--- src/rtl/unstriping_if.sv ---
// Lane-side and merged-stream signals of the two-lane unstriping block.
interface unstriping_if #(
    parameter int DATA_W = 32
);
    logic [DATA_W-1:0] lane_0;
    logic              valid_0;
    logic [DATA_W-1:0] lane_1;
    logic              valid_1;
    logic [DATA_W-1:0] data_out;
    logic              valid_out;
    logic [1:0]        overflow_err;

    modport master (
        output lane_0, valid_0, lane_1, valid_1,
        input  data_out, valid_out, overflow_err
    );

    modport slave (
        input  lane_0, valid_0, lane_1, valid_1,
        output data_out, valid_out, overflow_err
    );
endinterface

--- src/rtl/unstriping.sv ---
// Two-lane to one-stream merger: per-lane skew FIFOs drained in strict
// lane 0 / lane 1 alternation, one word per clk_2f at most.
module unstriping #(
    parameter int DATA_W = 32,
    parameter int DEPTH  = 4,
    parameter int PTR_W  = 2
) (
    input  logic        clk_2f,
    input  logic        reset,
    unstriping_if.slave bus
);
    typedef enum logic {SEL0 = 1'b0, SEL1 = 1'b1} sel_t;

    localparam logic [PTR_W:0] FULL_CNT = DEPTH[PTR_W:0];

    sel_t              sel;
    sel_t              sel_nxt;
    logic [DATA_W-1:0] mem    [2][DEPTH];
    logic [DATA_W-1:0] din    [2];
    logic [DATA_W-1:0] head   [2];
    logic [PTR_W-1:0]  wr_ptr [2];
    logic [PTR_W-1:0]  rd_ptr [2];
    logic [PTR_W:0]    cnt    [2];
    logic [1:0]        vld_in;
    logic [1:0]        full;
    logic [1:0]        empty;
    logic [1:0]        pop;
    logic [1:0]        push;
    logic [1:0]        ovf_set;
    logic [DATA_W-1:0] data_p0;
    logic              vld_p0;
    logic [1:0]        ovf_p0;

    assign din[0] = bus.lane_0;
    assign din[1] = bus.lane_1;
    assign vld_in = {bus.valid_1, bus.valid_0};

    always_comb begin
        for (int i = 0; i < 2; i++) begin
            full[i]  = (cnt[i] == FULL_CNT);
            empty[i] = (cnt[i] == '0);
            head[i]  = mem[i][rd_ptr[i]];
        end
        pop     = 2'b00;
        sel_nxt = sel;
        // The owed lane is never skipped, even if the other lane has data.
        case (sel)
            SEL0: if (!empty[0]) begin
                pop[0]  = 1'b1;
                sel_nxt = SEL1;
            end
            SEL1: if (!empty[1]) begin
                pop[1]  = 1'b1;
                sel_nxt = SEL0;
            end
            default: sel_nxt = SEL0;
        endcase
        // A full FIFO still accepts a word when its head leaves on the same edge.
        for (int i = 0; i < 2; i++) begin
            push[i]    = vld_in[i] && (!full[i] || pop[i]);
            ovf_set[i] = vld_in[i] && full[i] && !pop[i];
        end
    end

    always_ff @(posedge clk_2f or negedge reset) begin
        if (!reset) begin
            sel <= SEL0;
        end else begin
            sel <= sel_nxt;
        end
    end

    always_ff @(posedge clk_2f) begin
        for (int i = 0; i < 2; i++) begin
            if (push[i]) begin
                mem[i][wr_ptr[i]] <= din[i];
            end
        end
    end

    // Output stage p0: registered merged word, valid and sticky overflow.
    always_ff @(posedge clk_2f or negedge reset) begin
        if (!reset) begin
            for (int i = 0; i < 2; i++) begin
                wr_ptr[i] <= '0;
                rd_ptr[i] <= '0;
                cnt[i]    <= '0;
            end
            data_p0 <= '0;
            vld_p0  <= 1'b0;
            ovf_p0  <= 2'b00;
        end else begin
            for (int i = 0; i < 2; i++) begin
                if (push[i]) begin
                    wr_ptr[i] <= wr_ptr[i] + 1'b1;
                end
                if (pop[i]) begin
                    rd_ptr[i] <= rd_ptr[i] + 1'b1;
                end
                case ({push[i], pop[i]})
                    2'b10:   cnt[i] <= cnt[i] + 1'b1;
                    2'b01:   cnt[i] <= cnt[i] - 1'b1;
                    default: cnt[i] <= cnt[i];
                endcase
            end
            vld_p0 <= |pop;
            if (|pop) begin
                data_p0 <= pop[1] ? head[1] : head[0];
            end
            ovf_p0 <= ovf_p0 | ovf_set;
        end
    end

    assign bus.data_out     = data_p0;
    assign bus.valid_out    = vld_p0;
    assign bus.overflow_err = ovf_p0;
endmodule
--- src/flat_wrapper.sv ---
// flat-port wrapper written by rule: the top's interface ports become plain ports
module unstriping_flat 
#(
    parameter int DATA_W = 32,
    parameter int DEPTH  = 4,
    parameter int PTR_W  = 2
)
  (clk_2f, reset, bus_lane_0, bus_valid_0, bus_lane_1, bus_valid_1, bus_data_out, bus_valid_out, bus_overflow_err);
  unstriping_if #(.DATA_W(DATA_W)) bus_i ();
  input  logic clk_2f;
  input  logic reset;
  input wire logic [$bits(bus_i.lane_0)-1:0] bus_lane_0;
  input wire logic [$bits(bus_i.valid_0)-1:0] bus_valid_0;
  input wire logic [$bits(bus_i.lane_1)-1:0] bus_lane_1;
  input wire logic [$bits(bus_i.valid_1)-1:0] bus_valid_1;
  output wire logic [$bits(bus_i.data_out)-1:0] bus_data_out;
  output wire logic [$bits(bus_i.valid_out)-1:0] bus_valid_out;
  output wire logic [$bits(bus_i.overflow_err)-1:0] bus_overflow_err;
  assign bus_i.lane_0 = bus_lane_0;
  assign bus_i.valid_0 = bus_valid_0;
  assign bus_i.lane_1 = bus_lane_1;
  assign bus_i.valid_1 = bus_valid_1;
  assign bus_data_out = bus_i.data_out;
  assign bus_valid_out = bus_i.valid_out;
  assign bus_overflow_err = bus_i.overflow_err;
  unstriping #(.DATA_W(DATA_W), .DEPTH(DEPTH), .PTR_W(PTR_W)) u_core (.clk_2f(clk_2f), .reset(reset), .bus(bus_i));
endmodule
--- config.mk ---
export PLATFORM = sky130hd
export DESIGN_NAME = unstriping_flat
export DESIGN_NICKNAME = d
export VERILOG_FILES = /design/src/rtl/unstriping_if.sv /design/src/rtl/unstriping.sv /design/src/flat_wrapper.sv
export SDC_FILE = /design/constraint.sdc
export NUM_CORES = 1
export LEC_CHECK = 0
export ABC_AREA = 1
export ABC_CLOCK_PERIOD_IN_PS = 2600
export BUFFER_PORTS_ARGS = -buffer_cell sky130_fd_sc_hd__clkbuf_2
export CAP_MARGIN = 10
export CORE_MARGIN = 2
export CORE_UTILIZATION = 50
export CTS_BUF_LIST = sky130_fd_sc_hd__clkbuf_2 sky130_fd_sc_hd__clkbuf_4 sky130_fd_sc_hd__clkbuf_8
export CTS_CLUSTER_SIZE = 28
export DETAILED_ROUTE_END_ITERATION = 16
export PLACE_DENSITY = 0.72
export SLEW_MARGIN = 30
export SYNTH_ARGS = -nofsm -noshare
export SYNTH_HDL_FRONTEND = slang
export SYNTH_SLANG_ARGS = --single-unit
export TNS_END_PERCENT = 50
--- constraint.sdc ---
create_clock -name clk_2f -period 2.6 [get_ports clk_2f]
set_input_delay 0.13 -clock clk_2f [delete_from_list [all_inputs] [get_ports clk_2f]]
set_output_delay 0.13 -clock clk_2f [all_outputs]
set_load 0.03 [all_outputs]
# --- After elaboration in Yosys (flattened, before gate mapping) ---
# Memories as Yosys holds them, arrays and structs flattened.
# Index checks and enable logic that the tools add are counted.
word_totals:
  mem_count: 1
  word_cells: 79
  in_bits: 68
  output_inout_bits: 35
  ramBits: 256
  register_bits: 50
memory_table:
  columns: ["name", "depth", "word_bits", "rd", "rd_clocked_by_memory_dff", "wr", "line", "text"]
  rows:
  - ["u_core.mem", 2, 128, 2, 0, 2, "unstriping.sv:18", "logic [DATA_W-1:0] mem [2][DEPTH];"]
classes:
  n_lt_le_gt_ge: 6
  n_addsub: 8
  n_reduce_logical: 19
  mux: 23
  n_eq_ne: 6
  n_bitwise: 6
ops:
  columns: ["op", "count"]
  rows:
  - ["2-to-1 mux 128 bit", 2]
  - ["2-to-1 mux 32 bit", 7]
  - ["binary-select mux 32 bit (select 2 bit)", 2]
  - ["demux 32 bit (select 2 bit)", 2]
  - [">= comparator 3 bit (second input constant)", 4]
  - ["NOT 2 -> 3 bit", 4]
  - ["case mux 3 bit (2 select lines)", 2]
  - ["adder 2 x 1 -> 2 bit (second input constant)", 4]
  - ["logical AND 1 bit", 8]
  - ["2-to-1 mux 1 bit", 7]
  - ["adder 3 x 1 -> 3 bit (second input constant)", 2]
  - ["== test 3 bit (second input constant)", 2]
  - ["logical NOT 3 bit", 2]
  - ["< comparator 3 x 1 -> 1 bit (second input constant)", 2]
  - ["subtractor 3 x 1 -> 3 bit (second input constant)", 2]
  - ["== test 2 x 1 -> 1 bit (second input constant)", 2]
  - ["== test 2 bit (second input constant)", 2]
  - ["logical NOT 1 bit", 4]
  - ["nonzero test 2 bit", 2]
  - ["logical OR 1 bit", 2]
  - ["OR 2 bit", 1]
  - ["case mux 1 bit (2 select lines)", 1]
  - ["OR reduction 2 bit", 1]
  - ["NOT 1 bit", 1]

# --- Logic depth before layout (Yosys ltp) ---
logic_depth:
  depth_word: 7
  depth_mapped: 12
  depth_no_buf: 11

# --- Worst setup path after synthesis ---
# No wires, ideal clock.
synth_timing:
  kind: "reg-to-reg"
  startpoint: "register u_core.sel"
  endpoint: "memory u_core.mem[0][128] (netlist name), enable pin"
  synth_period_minus_slack_ns: 2.508
  arrival_ns: 2.087
  stages_incl_launch_ff: 5
  setup_ns: 0.421
  n_path_buf: 0
  slack_ns: 0.092
  required_time_ns: 2.179
  path_cell_list: "dfrtp_1 -> inv_1 -> nand3_1 -> nand2_2 -> nor2_1"
synth_rtl:
  columns: ["item", "line", "text"]
  rows:
  - ["start: declaration", "unstriping.sv:16", "sel_t sel;"]
  - ["start signal: assignment", "unstriping.sv:69", "sel <= sel_nxt;"]
  - ["end: declaration", "unstriping.sv:18", null]

# --- Worst setup path after layout ---
layout_timing:
  startpoint: "register u_core.cnt[4] (netlist name)"
  endpoint: "register u_core.cnt[5] (netlist name)"
layout_between:
  elab_chain_cells: 7
  elab_cells_between_ends: 13
  classes_between: "add/sub: 2; eq/ne: 3; mux: 3; reduce/logical: 5"
layout_lines:
  columns: ["item", "line", "text"]
  rows:
  - ["start: declaration", "unstriping.sv:23", "logic [PTR_W:0] cnt [2];"]
  - ["start signal: indexed assignment", "unstriping.sv:101", "2'b10: cnt[i] <= cnt[i] + 1'b1;"]
  - ["start signal: indexed assignment", "unstriping.sv:102", "2'b01: cnt[i] <= cnt[i] - 1'b1;"]
  - ["start signal: indexed assignment", "unstriping.sv:103", "default: cnt[i] <= cnt[i];"]
  - ["logical NOT 3 bit", "unstriping.sv:41", "empty[i] = (cnt[i] == '0);"]
  - ["2-to-1 mux 1 bit", "unstriping.sv:48", "SEL0: if (!empty[0]) begin"]
  - ["2-to-1 mux 1 bit", "unstriping.sv:47", "case (sel)"]
  - ["logical OR 1 bit", "unstriping.sv:60", "push[i] = vld_in[i] && (!full[i] || pop[i]);"]
  - ["logical AND 1 bit", "unstriping.sv:60", null]
  - ["== test 2 x 1 -> 1 bit / == test 2 bit (equally long branches)", "unstriping.sv:100", "case ({push[i], pop[i]})"]
  - ["case mux 3 bit (2 select lines) / nonzero test 2 bit (equally long branches)", null, null]
# Several ways; a longest one is shown, not always the timed one.
# A chain may end at the register's enable or synchronous reset.

==> results.md <==
* Cell taking the most area after synthesis: edfxtp_1
* Final period utilization at approximately three quarters
* Crit Path Class: reg2reg
* H-tree Lvls at 2
* Worst-margin pin slew at around 740 ps
* HP Class: in2reg
* Synth top area share at between 50% and 60%
* Mapped Nets at about 1,400
* Post-synth top cells: nand2_1, inv_1, edfxtp_1
* Slowest CP cell: dfrtp_1
* Die Ht at around 170 um
* Vias at roughly 8,900
* Largest net degree at the start of global routing at 66
* PnR worst setup slack at approximately 620 ps
* Syn Area/Cell at 10.2 sq um
* Dpl ws at 633 ps
* Count leader, synth: nand2_1
* Setup TNS at 0 ps
* Critical Path AT at 2460 ps
* Dpl cells at around 1,700
* Clock Tree Buf Depth at 3
* CTS Root Cell: clkbuf_8
* Max FO, Critical Path at 8
* Crit-path leading delay family: simple AND/OR/NAND/NOR gates
* FFs w/ async S/R, synth at around 16%
* WP buf/inv at 1
* Synthesis warning total at 0
* Status: finished clean
* Leak Pwr at about 7.4 nW
* Antenna diodes at 0
* F_max at around 500 MHz
* Area grow syn2layout at 19.1%
* Chip width at ~170 um
* Max Cap Viol at 0
* Shortest period the worst path allows at 1980 ps
* WP data required at approximately 3000 ps
* RSZ-0062 raised after global routing: no
* DRC viols at 0
* Reg clk slew, reported paths at around 60 ps
* Final Util at between 60% and 70%
* DRT antenna net count at 0
* Postcts setup bufs at 0
* Clk_lat worst skew at roughly 580 ps
* Post-Syn Area at approximately 13,000 sq um
* TritonCTS clock tree: built
* Iter 0 DRT Violations at 655
* Layout Skew at between 20 and 30 ps
* Area of the multi-input gates at ~2900 sq um
* Initial antenna violation count at 0
* Ports at roughly 100
* Filler instances at between 2,000 and 2,500
* CP most frequent cell: nor2_1
* Flops & latches, synth at 306
* Fin nets at around 1,600
* Post-DP HPWL at 17,200 um
* Final wirelength at 28,000 um
* Hold Vio Cnt, Final at 0
* Drt pass-1 iters at 5
* Global-route wire length before repair at ~44,000 um
* Predominant post-synthesis flop cell: edfxtp_1
* Final Setup Violations at 0
* Max-slew violations at 0
* Mapped Cells at 1,287
* Core Footprint at between 20,000 and 30,000 sq um
* Max_slew headroom at 50.8%
* Initial Util at around 50%
* Power density cells at between 1000 and 1500 nW/um^2
* Worst hold slack at 316 ps
* GRT Total Usage at around 20%
* Post-synth EDFFs at between 200 and 300
* Placer congestion estimate at approximately 0.8
* Clock sinks at roughly 310
* Startpoint Class: flip-flop
* Top cells by area, synth: edfxtp_1, nand2_1, dfrtp_1, inv_1, nand3_1
* PortBufs at a little over 100
* Share of cells above drive strength 1 at between 15 and 20%
* WL/cell at roughly 15 um
* Avg Vias per Cell at 4.82
* GRT Residual Overflow at 0
* Sequential area share after synthesis at around two thirds
* Flop2flop setup slack at ~620 ps
* Vias in the first global route at about 8,600
* Num CTS Buffers at 48
* Die area at roughly 28,000 sq um
* Storage cell area at between 8000 and 9000 sq um
* Largest stage delay, worst path at 400 ps
* Post-synth cell types at 21
* Cts repair resizes at 0
* Critical Path Sink Type: flip-flop
* CP cell instances: nor2_1, nand3_1, nand2_2, ha_1, inv_1, fa_1, nor2_1, nor2_1, nand2_1, xor2_1
* Layout Cells excl Fill at 1,849
* Worst vdd ir at between 0.5 and 0.6 mV
* Row Count at 59
[stage by stage]
stage	power, mW	instance area [sq um]
6_report	18.0	15700
5_1_grt	19.2	15700
4_1_cts	18.1	15700
3_5_place_dp	13.8	14000
3_3_place_gp	13.6	14000
2_1_floorplan	11.9	13200
[layer usage]
| layer | GRT usage, % | wire length, um | vias to the layer above |
|---|---|---|---|
| met3 | 3.42 | 1630 | 39 |
| met4 | 5.88 | 538 | 0 |
| met1 | 27.7 | 12200 | 4176 |
| met5 | 0 | 0 | - |
| li1 | - | - | 4415 |
| met2 | 33.6 | 13700 | 276 |
[cell families (layout without fill, tap and decap cells)]
family	Yosys count	in the layout	share of synthesized area (%)
flip-flops	306	306	67.8
AND/OR/NAND/NOR	614	614	19.5
XOR/XNOR	7	7	0.465
buffers and inverters	339	566	10.6
AO/OA/AOI/OAI	9	9	0.379
adder cells (fa/ha/maj)	12	12	1.25
[placed cells by master (no fill, tap or decap)]
cell,count
nand2_1,395
inv_1,279
edfxtp_1,256
nand3_1,195
clkbuf_2,102
dlygate4sd3_1,69
clkbuf_8,55
dfrtp_1,48
buf_4,19
clkbuf_4,16
nor2_1,10
ha_1,10
nor2_2,9
clkinv_2,7
inv_2,6
o21ai_0,5
xor2_1,5
clkinv_1,5
nand2_2,3
nand2_4,2
o21bai_1,2
a21oi_1,2
xnor2_1,2
fa_1,2
bufinv_16,2
buf_12,2
dfrtp_2,2
clkinvlp_4,1
inv_6,1
clkinv_4,1
inv_8,1
[power by group]
part	leakage, nW	internal, mW	total (mW)	switching, mW
logic	3.89	1.93	6.57	4.64
clock network	0.547	2.38	4.22	1.84
registers	2.93	6.65	7.23	0.575
[worst paths after layout]
| path | cells past startpoint | start | to |
|---|---|---|---|
| setup / recovery | 10 | u_core.cnt[4]$_DFFE_PN0P_ | u_core.cnt[5]$_DFFE_PN0P_ |
| hold / removal | 2 | bus_lane_1[22] | u_core.mem[0][214]$_DFFE_PP_ |
| setup reg to reg | 10 | u_core.cnt[4]$_DFFE_PN0P_ | u_core.cnt[5]$_DFFE_PN0P_ |
| hold reg to reg | 1 | u_core.bus.overflow_err[0]$_DFF_PN0_ | u_core.bus.overflow_err[0]$_DFF_PN0_ |
| max in group asynchronous | 4 | reset | u_core.bus.data_out[6]$_DFFE_PN0P_ |
| min in group asynchronous | 3 | reset | u_core.bus.data_out[26]$_DFFE_PN0P_ |
[registers in the layout (all words and copies together), names as in the netlist]
register and flops:
u_core.mem 256, u_core.bus.data_out 32, u_core.cnt 6, u_core.rd_ptr 4
u_core.wr_ptr 4, u_core.bus.overflow_err 2, u_core.bus.valid_out 1, u_core.sel 1
[area by class of cell]
class	instances	share of cell area (%)
clock buffers	71	5.58
inverters	285	6.81
clock inverters	18	0.956
repair buffers	192	8.81
multi-input cells	642	18.3
flip-flops and latches	306	56.9
well taps	335	2.67
[timing repair]
action	in CTS	in global routing
hold buffers	69	0
hold endpoints to repair	312	0
setup endpoints to repair	0	0
No activity file was read; power rests on OpenSTA's default activity.
